### config.mk
export PLATFORM = sky130hd
export DESIGN_NAME = neopixel_rx
export DESIGN_NICKNAME = d
export VERILOG_FILES = /design/src/rtl/neopixel_rx.sv
export SDC_FILE = /design/constraint.sdc
export NUM_CORES = 1
export LEC_CHECK = 0
export BUFFER_PORTS_ARGS = -buffer_cell sky130_fd_sc_hd__clkbuf_2
export CORE_UTILIZATION = 52
export DETAILED_ROUTE_END_ITERATION = 6
export PLACE_DENSITY = 0.75
export SKIP_LAST_GASP = 1
export SYNTH_ARGS = -nofsm -noshare
export SYNTH_HDL_FRONTEND = slang
export SYNTH_SLANG_ARGS = --single-unit
### constraint.sdc
create_clock -name clock_125m -period 2.22 [get_ports clock_125m]
set_input_delay 0.444 -clock clock_125m [delete_from_list [all_inputs] [get_ports clock_125m]]
set_output_delay 0.444 -clock clock_125m [all_outputs]
set_load 0.01 [all_outputs]
### src/rtl/neopixel_rx.sv
// neopixel_rx
//   WS2812 ("NeoPixel") serial-line receiver. Measures the high time of
//   each pulse on the synchronized input to decode bits, and assembles them
//   MSB-first into 24-bit pixels. A long low period is treated as the latch
//   that ends a frame.
//
// Parameters
//   C_BIT_THRESHOLD  high clocks at/above which a bit is 1 (below: 0)
//   C_MIN_HIGH       shortest legal high time in clocks
//   C_MAX_HIGH       longest legal high time in clocks
//   C_RESET_CYCLES   low clocks that mark a latch / frame end
//
// Ports
//   clock_125m    in   sole clock
//   reset_125m_n  in   synchronous active-low reset
//   neopixel_in   in   asynchronous serial line
//   pixel_data    out  [23:0] last complete pixel, first bit received at [23]
//   pixel_valid   out  one-cycle strobe when pixel_data updates
//   pixel_index   out  [15:0] position in the frame of the pixel on pixel_data
//   frame_done    out  one-cycle strobe at latch detection
//   pixel_count   out  [15:0] complete pixels in the last finished frame
//   err           out  one-cycle protocol error strobe
//
// Build option
//   NEOPIXEL_RX_ERR_EN  when defined, out-of-range high times and latches with
//                       a partial pixel are reported on err and force a
//                       resynchronization through WAIT_RESET. When undefined,
//                       err is constant 0 and every pulse is classified only
//                       by C_BIT_THRESHOLD.
//
// state      | meaning
// -----------+---------------------------------------------------------
// WAIT_RESET | not yet aligned to a frame; needs C_RESET_CYCLES of low
// IDLE       | aligned, line low, waiting for the first bit of a frame
// HIGH       | measuring the high part of a bit
// LOW        | measuring the low part; next bit or latch

module neopixel_rx #(
    parameter int C_BIT_THRESHOLD = 75,
    parameter int C_MIN_HIGH      = 20,
    parameter int C_MAX_HIGH      = 150,
    parameter int C_RESET_CYCLES  = 6250
) (
    input  logic        clock_125m,
    input  logic        reset_125m_n,
    input  logic        neopixel_in,
    output logic [23:0] pixel_data,
    output logic        pixel_valid,
    output logic [15:0] pixel_index,
    output logic        frame_done,
    output logic [15:0] pixel_count,
    output logic        err
);

    localparam int L_HIGH_W = $clog2(C_MAX_HIGH + 2);
    localparam int L_LOW_W  = $clog2(C_RESET_CYCLES + 1);

    localparam logic [L_HIGH_W-1:0] L_HIGH_SAT = L_HIGH_W'(C_MAX_HIGH + 1);
    localparam logic [L_HIGH_W-1:0] L_THRESH   = L_HIGH_W'(C_BIT_THRESHOLD);
    localparam logic [L_HIGH_W-1:0] L_MIN_HIGH = L_HIGH_W'(C_MIN_HIGH);
    localparam logic [L_HIGH_W-1:0] L_MAX_HIGH = L_HIGH_W'(C_MAX_HIGH);
    localparam logic [L_LOW_W-1:0]  L_LOW_SAT  = L_LOW_W'(C_RESET_CYCLES);
    localparam logic [L_LOW_W-1:0]  L_LOW_HIT  = L_LOW_W'(C_RESET_CYCLES - 1);

`ifdef NEOPIXEL_RX_ERR_EN
    localparam bit L_ERR_EN = 1'b1;
`else
    localparam bit L_ERR_EN = 1'b0;
`endif

    typedef enum logic [1:0] {
        WAIT_RESET = 2'd0,
        IDLE       = 2'd1,
        HIGH       = 2'd2,
        LOW        = 2'd3
    } t_state;

    // Synchronizer
    logic r_sync_meta;
    logic r_sync;

    // FSM and datapath registers
    t_state              r_state;
    logic [L_HIGH_W-1:0] r_high_cnt;
    logic [L_LOW_W-1:0]  r_low_cnt;
    logic [22:0]         r_shift;
    logic [4:0]          r_bit_cnt;
    logic [15:0]         r_pix_cnt;
    logic [23:0]         r_pixel_data;
    logic [15:0]         r_pixel_index;
    logic [15:0]         r_pixel_count;
    logic                r_pixel_valid;
    logic                r_frame_done;
    logic                r_err;

    // Next-state values
    t_state              w_state_nxt;
    logic [L_HIGH_W-1:0] w_high_cnt_nxt;
    logic [L_LOW_W-1:0]  w_low_cnt_nxt;
    logic [22:0]         w_shift_nxt;
    logic [4:0]          w_bit_cnt_nxt;
    logic [15:0]         w_pix_cnt_nxt;
    logic [23:0]         w_pixel_data_nxt;
    logic [15:0]         w_pixel_index_nxt;
    logic [15:0]         w_pixel_count_nxt;
    logic                w_pixel_valid_nxt;
    logic                w_frame_done_nxt;
    logic                w_err_nxt;

    logic                w_s_in;
    logic                w_bit;
    logic [23:0]         w_word;
    logic                w_high_bad;
    logic                w_low_hit;
    logic [15:0]         w_pix_cnt_inc;

    always_ff @(posedge clock_125m) begin
        if (!reset_125m_n) begin
            r_sync_meta <= 1'b0;
            r_sync      <= 1'b0;
        end else begin
            r_sync_meta <= neopixel_in;
            r_sync      <= r_sync_meta;
        end
    end

    assign w_s_in = r_sync;

    // Edges are implied by the state: IDLE and LOW are only ever occupied
    // while the line was last seen low, HIGH while it was last seen high.
    assign w_bit     = (r_high_cnt >= L_THRESH);
    assign w_word    = {r_shift, w_bit};
    assign w_high_bad = L_ERR_EN && ((r_high_cnt < L_MIN_HIGH) || (r_high_cnt > L_MAX_HIGH));
    // True on the low cycle that brings the low count up to C_RESET_CYCLES.
    assign w_low_hit = !w_s_in && (r_low_cnt == L_LOW_HIT);
    assign w_pix_cnt_inc = (r_pix_cnt == 16'hFFFF) ? r_pix_cnt : r_pix_cnt + 16'd1;

    always_ff @(posedge clock_125m) begin
        if (!reset_125m_n) begin
            r_state <= WAIT_RESET;
        end else begin
            r_state <= w_state_nxt;
        end
    end

    always_comb begin
        w_state_nxt       = r_state;
        w_high_cnt_nxt    = r_high_cnt;
        w_low_cnt_nxt     = r_low_cnt;
        w_shift_nxt       = r_shift;
        w_bit_cnt_nxt     = r_bit_cnt;
        w_pix_cnt_nxt     = r_pix_cnt;
        w_pixel_data_nxt  = r_pixel_data;
        w_pixel_index_nxt = r_pixel_index;
        w_pixel_count_nxt = r_pixel_count;
        w_pixel_valid_nxt = 1'b0;
        w_frame_done_nxt  = 1'b0;
        w_err_nxt         = 1'b0;

        case (r_state)
            WAIT_RESET: begin
                if (w_s_in) begin
                    w_low_cnt_nxt = '0;
                end else if (w_low_hit) begin
                    w_low_cnt_nxt = L_LOW_SAT;
                    w_state_nxt   = IDLE;
                end else if (r_low_cnt != L_LOW_SAT) begin
                    w_low_cnt_nxt = r_low_cnt + L_LOW_W'(1);
                end
            end

            IDLE: begin
                w_low_cnt_nxt = '0;
                if (w_s_in) begin
                    w_high_cnt_nxt = L_HIGH_W'(1);
                    w_state_nxt    = HIGH;
                end
            end

            HIGH: begin
                if (w_s_in) begin
                    if (r_high_cnt != L_HIGH_SAT) begin
                        w_high_cnt_nxt = r_high_cnt + L_HIGH_W'(1);
                    end
                end else begin
                    // The falling-edge cycle is already the first low cycle.
                    w_low_cnt_nxt = L_LOW_W'(1);
                    if (w_high_bad) begin
                        w_err_nxt     = 1'b1;
                        w_shift_nxt   = '0;
                        w_bit_cnt_nxt = '0;
                        w_state_nxt   = WAIT_RESET;
                    end else begin
                        w_state_nxt = LOW;
                        if (r_bit_cnt == 5'd23) begin
                            w_pixel_data_nxt  = w_word;
                            w_pixel_valid_nxt = 1'b1;
                            w_pixel_index_nxt = r_pix_cnt;
                            w_pix_cnt_nxt     = w_pix_cnt_inc;
                            w_shift_nxt       = '0;
                            w_bit_cnt_nxt     = '0;
                        end else begin
                            w_shift_nxt   = w_word[22:0];
                            w_bit_cnt_nxt = r_bit_cnt + 5'd1;
                        end
                    end
                end
            end

            LOW: begin
                if (w_s_in) begin
                    w_high_cnt_nxt = L_HIGH_W'(1);
                    w_state_nxt    = HIGH;
                end else if (w_low_hit) begin
                    w_low_cnt_nxt     = L_LOW_SAT;
                    w_frame_done_nxt  = 1'b1;
                    w_pixel_count_nxt = r_pix_cnt;
                    w_pix_cnt_nxt     = '0;
                    w_shift_nxt       = '0;
                    w_bit_cnt_nxt     = '0;
                    w_state_nxt       = IDLE;
                    if (L_ERR_EN && (r_bit_cnt != 5'd0)) begin
                        w_err_nxt     = 1'b1;
                        w_low_cnt_nxt = '0;
                        w_state_nxt   = WAIT_RESET;
                    end
                end else if (r_low_cnt != L_LOW_SAT) begin
                    w_low_cnt_nxt = r_low_cnt + L_LOW_W'(1);
                end
            end

            default: begin
                w_state_nxt = WAIT_RESET;
            end
        endcase
    end

    always_ff @(posedge clock_125m) begin
        if (!reset_125m_n) begin
            r_high_cnt    <= '0;
            r_low_cnt     <= '0;
            r_shift       <= '0;
            r_bit_cnt     <= '0;
            r_pix_cnt     <= '0;
            r_pixel_data  <= '0;
            r_pixel_index <= '0;
            r_pixel_count <= '0;
            r_pixel_valid <= 1'b0;
            r_frame_done  <= 1'b0;
            r_err         <= 1'b0;
        end else begin
            r_high_cnt    <= w_high_cnt_nxt;
            r_low_cnt     <= w_low_cnt_nxt;
            r_shift       <= w_shift_nxt;
            r_bit_cnt     <= w_bit_cnt_nxt;
            r_pix_cnt     <= w_pix_cnt_nxt;
            r_pixel_data  <= w_pixel_data_nxt;
            r_pixel_index <= w_pixel_index_nxt;
            r_pixel_count <= w_pixel_count_nxt;
            r_pixel_valid <= w_pixel_valid_nxt;
            r_frame_done  <= w_frame_done_nxt;
            r_err         <= w_err_nxt;
        end
    end

    assign pixel_data  = r_pixel_data;
    assign pixel_valid = r_pixel_valid;
    assign pixel_index = r_pixel_index;
    assign frame_done  = r_frame_done;
    assign pixel_count = r_pixel_count;
    assign err         = r_err;

endmodule

==> flow_summary.yaml, run 1 <==
status:
  run_status: "finished, final reports clean"
layout:
  fillCellCount: 772
  layout.cells.non_filler: 842
  final_common_cell: "nand2_1"
  multi_input_area_mm2: 0.00269
  drive_gt1_share_pct: 19.0
  final_cell_mix: "nand2_1, dfxtp_1, a21oi_1"
  nets: 705
  diodes: 0
  layout.area.seq_mm2: 0.00254
  area_growth_pct: 20.6
critical_path:
  critPathRequiredTime_ns: 2.66
  cp_cell_sequence: "or4b_4, or4_4, a21o_1, buf_12, mux2i_1"
  max_stage_delay_ns: 0.57
  critPathCaptureType: "flip-flop"
  cp-start-kind: "flip-flop"
  worstPathArrival_ns: 2.59
  path_max_fanout: 24
  critPathSlowestCell: "or4b_4"
  critical_path_class: "reg2reg"
logic_synthesis:
  synth-seq-cells: 127
  synth.distinct_cells: 59
  syn-num-nets: 643
  yosys_warnings: 0
  synth-main-ff-cell: "dfxtp_1"
  syn_area_mm2: 0.00544
  synth_edf_count: 0
  seq_area_frac_synth_pct: 46.7
  async_reset_ff_share_pct: 0
  synth.avg_cell_area_um2: 8.58
  syn-instance-count: 634
pwr:
  p_int_mw: 4.13
  total_power_mw: 5.23
  switching_share_pct: 21.1
  vdd_drop_max_v: 0.000511
  p_comb_share_pct: 1.9
  pwr-share-clk_pct: 54.2
  cellPowerDensity_mw_per_mm2: 796
  power.leakage_nw: 2.55
  power.switching_mw: 1.10
  p_seq_share_pct: 43.9
timing:
  setup_viol: 0
  hold_viol_final: 0
  maxSlewViolCount: 0
  post-route-period-util_pct: 96.8
  fin_setup_tns_ns: 0
  timing.fmax_mhz: 466
  timing.slew.headroom_pct: 47.7
  rsz0062_at_grt: "false"
  tightest_slew_ns: 0.775
  fin_worst_skew_ns: 0.00904
  post-route-min-period_ns: 2.15
floorplan:
  die_w_um: 104
  core_area_mm2: 0.00995
  die_height_um: 104
  initial_core_util_pct: 54.7
  die-area_mm2: 0.0109
  io_pins: 62
  core.rowCount: 36
worst_hold_path:
  hp-class: "in2reg"
grt:
  gr-total-overflow: 0
  grt_pass1_wl_um: 21800
  grt_max_degree: 33
  grt_pass1_vias: 4604
  track_usage_pct: 24.8
  antenna_found_initial: 0
place:
  dp_hpwl_um: 8400
  placed_cells: 810
  port_buffers: 60
  gp_routability_congestion: 0.912
detailed_routing:
  viasPerCell: 5.86
  vias: 4931
  drtPass1Iterations: 5
  totalWireLength_um: 13100
  post_drt_wl_per_cell_um: 15.5
  drc: 0
  drt_iter0_markers: 385
  ant_nets: 0
clock_tree:
  cts_resized: 0
  clk_pin_slew_ns: 0.06
  cts_root_buf: "clkbuf_8"
  clock_path_buffers: 2
  cts_max_level: 4
  numCtsBuffers: 17
  postCtsSetupRepairBufs: 0
  hold_buffers: 0
  clk_latency_ns: 0.52
  cts.sinks: 127
  cts_tree: "yes"
run:
  cap_violations: 0
power groups by stage:
| stage | logic, mW | registers [mW] | clock network, mW |
|---|---|---|---|
| global placement | 0.0938 | 2.34 | 0 |
| detailed placement | 0.0984 | 2.34 | 0 |
| finish | 0.0992 | 2.29 | 2.83 |
| global route | 0.110 | 2.29 | 2.98 |
| CTS | 0.0991 | 2.29 | 2.87 |
| floorplan | 0.0715 | 2.34 | 0 |
worst max-delay path: cells and delay by family (launching register included):
| kind | cells | cell delay, ns |
|---|---|---|
| AO/OA/AOI/OAI | 1 | 0.26 |
| buffers and inverters | 1 | 0.19 |
| flip-flops | 1 | 0.31 |
| multiplexers | 1 | 0.21 |
| AND/OR/NAND/NOR | 2 | 1.09 |
cells in the mapped netlist, types with 3 or more instances:
cell type | number | area (µm²)
a21o_1 | 4 | 30.0
a21oi_1 | 65 | 325
a22o_1 | 16 | 140
a311oi_1 | 4 | 35.0
and2_1 | 4 | 25.0
and3_1 | 5 | 31.3
and4_1 | 7 | 61.3
buf_6 | 3 | 33.8
clkbuf_1 | 40 | 150
dfxtp_1 | 127 | 2540
ha_1 | 6 | 75.1
inv_1 | 6 | 22.5
mux2i_1 | 29 | 290
nand2_1 | 156 | 586
nand2b_1 | 10 | 62.6
nand3_1 | 22 | 110
nand4_1 | 11 | 68.8
nand4b_1 | 3 | 26.3
nor2_1 | 17 | 63.8
nor3_1 | 6 | 30.0
nor4_1 | 4 | 25.0
nor4b_1 | 3 | 26.3
o211ai_1 | 3 | 22.5
o21a_1 | 4 | 30.0
o21ai_0 | 10 | 50.1
o31ai_1 | 13 | 97.6
or4_1 | 13 | 97.6
xor2_1 | 3 | 26.3
layer usage:
metal  wire [µm]  global-route usage [%]  vias to the layer above
li1            -                       -                     2391
met1        5600                    29.4                     2328
met2        6570                    42.2                      191
met3         729                    5.83                       21
met4         188                    11.1                        0
met5           0                       0                        -
kinds of logic after synthesis:
group	Yosys count	synth area share (%)
AO/OA/AOI/OAI	137	16.3
XOR/XNOR	4	0.644
adder cells (fa/ha/maj)	6	1.38
buffers and inverters	52	4.09
flip-flops	127	46.7
multiplexers	30	5.54
other	1	0.0689
AND/OR/NAND/NOR	277	25.2
state kept, by name, summed over array words and instances (netlist names):
signal	flops
r_high_cnt	8
r_sync	1
pixel_count	16
frame_done	1
r_bit_cnt	5
r_low_cnt	13
r_shift	23
pixel_data	24
pixel_index	16
r_sync_meta	1
pixel_valid	1
r_state	2
r_pix_cnt	16
metrics by stage:
step / instance area, µm² / util, % / hold WS, ns / worst slack [ns]
final: 6560 / 65.9 / 0.127 / 0.0720
after global routing: 6560 / 65.9 / 0.123 / 0.0172
after CTS: 6560 / 65.9 / 0.103 / 0.0768
after detailed placement: 5950 / 59.8 / 0.423 / 0.121
after global placement: 5950 / 59.8 / 0.423 / 0.175
after floorplan: 5440 / - / 0.412 / 0.136
path summary, 6_finish.rpt:
check | slack, ns | startpoint | endpoint | cells past startpoint
hold / removal | 0.13 | neopixel_in | r_sync_meta | 2
setup reg to reg | 0.07 | r_low_cnt[4] | r_shift[7] | 5
setup / recovery | 0.07 | r_low_cnt[4] | r_shift[7] | 5
hold reg to reg | 0.45 | r_sync_meta | r_sync | 1
final cells by class:
type | instances | share of cell area, %
Tap cell | 133 | 2.54
Clock buffer | 21 | 7.00
Inverter | 7 | 0.400
Clock inverter | 11 | 2.35
Sequential cell | 127 | 38.7
Timing Repair Buffer | 88 | 7.97
Multi-Input combinational cell | 455 | 41.0
(Power assumes the default switching activity.)
==> run 2: changes to the inputs <==
- RECOVER_POWER: default -> 25
==> run 2 against run 1 <==
Effect of this change: worst hold slack got worse by 0.0015 ns; final cell count unchanged; global-route usage unchanged; flip-flop and latch count unchanged; sequential power about the same; critical path type unchanged; critical endpoint unchanged.
==> flow_summary.yaml, run 2 (synthesis results as in run 1) <==
critical_path:
  critPathSlowestCell: "or4b_4"
  r2r_end: "r_shift[7]"
  r2r_start: "r_low_cnt[4]"
  max_stage_delay_ns: 0.57
  worstPathArrival_ns: 2.59
  path_buf_inv: 1
  reg2regPathDepth: 5
  critical_path_class: "reg2reg"
  cp-start-kind: "flip-flop"
  r2r_setup_slack_ns: 0.07
  critPathTopFamily: "simple AND/OR/NAND/NOR gates"
  cp_cell_sequence: "or4b_4, or4_4, a21o_1, buf_12, mux2i_1"
  path_max_fanout: 24
  critPathCaptureType: "flip-flop"
  critPathRequiredTime_ns: 2.66
timing:
  fin_worst_skew_ns: 0.00946
  tightest_slew_ns: 0.864
  setup_viol: 0
  rsz0062_at_grt: "false"
  timing.fmax_mhz: 466
  fin_setup_tns_ns: 0
  post-route-min-period_ns: 2.15
  maxSlewViolCount: 0
  hold_viol_final: 0
  post-route-period-util_pct: 96.8
  timing.slew.headroom_pct: 42.4
floorplan:
  initial_core_util_pct: 54.7
  die-area_mm2: 0.0109
  die_height_um: 104
  io_pins: 62
  core.rowCount: 36
  die_w_um: 104
  core_area_mm2: 0.00995
grt:
  grt_max_degree: 33
  gr-usage-met1_pct: 29.4
  grt_pass1_vias: 4604
  grt_busiest_layer: "met2"
  met2_usage_pct: 42.2
  antenna_found_initial: 0
  grt_pass1_wl_um: 21800
  gr-total-overflow: 0
  grt_use_met3_pct: 5.83
  track_usage_pct: 24.8
clock_tree:
  hold_buffers: 0
  cts_tree: "yes"
  cts.sinks: 127
  clock_path_buffers: 2
  cts_root_buf: "clkbuf_8"
  clk_latency_ns: 0.53
  postCtsSetupRepairBufs: 0
  clk_pin_slew_ns: 0.06
  cts_max_level: 4
  cts_resized: 0
  numCtsBuffers: 17
layout:
  final_common_cell: "nand2_1"
  largest_register_ffs: 24
  layout.cells.non_filler: 842
  final_cell_mix: "nand2_1, dfxtp_1, a21oi_1"
  final_cell_area_mm2: 0.00650
  diodes: 0
  drive_gt1_share_pct: 12.7
  area_growth_pct: 19.5
  nets: 705
worst_hold_path:
  holdPathEnd: "r_sync_meta"
  whs_path_depth: 2
  holdCritStartpoint: "neopixel_in"
  hp-class: "in2reg"
detailed_routing:
  drtPass1Iterations: 5
  drc: 0
  drt_iter0_markers: 390
  vias: 4888
  viasPerCell: 5.81
  post_drt_wl_per_cell_um: 15.5
  ant_nets: 0
  totalWireLength_um: 13100
place:
  port_buffers: 60
  dp_hpwl_um: 8400
  postPlaceCellArea_mm2: 0.00595
  placed_cells: 810
  gp_routability_congestion: 0.912
pwr:
  vdd_drop_max_v: 0.000507
  power.leakage_nw: 2.39
  cellPowerDensity_mw_per_mm2: 804
status:
  run_status: "finished, final reports clean"
run:
  cap_violations: 0
## run 2: worst register-to-register path: cells and delay by family (launching register included)
| kind | cells | cell delay (ns) |
|---|---|---|
| AO/OA/AOI/OAI | 1 | 0.26 |
| flip-flops | 1 | 0.31 |
| AND/OR/NAND/NOR | 2 | 1.09 |
| multiplexers | 1 | 0.22 |
| buffers and inverters | 1 | 0.19 |
## run 2: cell type report
cell class                      count  area [µm²]
Multi-Input combinational cell    455        2690
Fill cell                         807        3450
Tap cell                          133         166
Inverter                            7        26.3
Clock buffer                       21         459
Sequential cell                   127        2540
Timing Repair Buffer               88         464
Clock inverter                     11         154
## run 2: worst max path at each step
stage	cells past startpoint	from	end	slack (ns)
3_3_place_gp	5	r_low_cnt[4]	r_shift[0]	0.18
6_report	5	r_low_cnt[4]	r_shift[7]	0.07
3_5_place_dp	5	r_low_cnt[4]	r_shift[5]	0.12
2_1_floorplan	5	r_low_cnt[4]	r_bit_cnt[3]	0.14
4_1_cts	5	r_low_cnt[4]	r_shift[7]	0.08
5_1_grt	6	r_high_cnt[0]	r_high_cnt[5]	0.02
## run 2: metal layers
layer	wire, µm	vias up
met3	686	19
met4	203	0
li1	-	2388
met1	5550	2310
met2	6610	171
met5	0	-
## run 2: power breakdown
part	internal [mW]	switching [mW]	leakage, nW
logic	0.0282	0.0697	1.08
registers	2.29	0.00866	1.02
clock network	1.81	1.03	0.295
total	4.12	1.10	2.39
## run 2: stage by stage
| step | utilization, % | worst slack, ns | power [mW] | hold WS (ns) |
|---|---|---|---|---|
| final | 65.3 | 0.0720 | 5.23 | 0.126 |
| after global routing | 65.3 | 0.0168 | 5.38 | 0.123 |
| after global placement | 59.8 | 0.175 | 2.44 | 0.423 |
| after CTS | 65.9 | 0.0768 | 5.27 | 0.103 |
| after detailed placement | 59.8 | 0.121 | 2.44 | 0.423 |
| after floorplan | - | 0.136 | 2.41 | 0.412 |
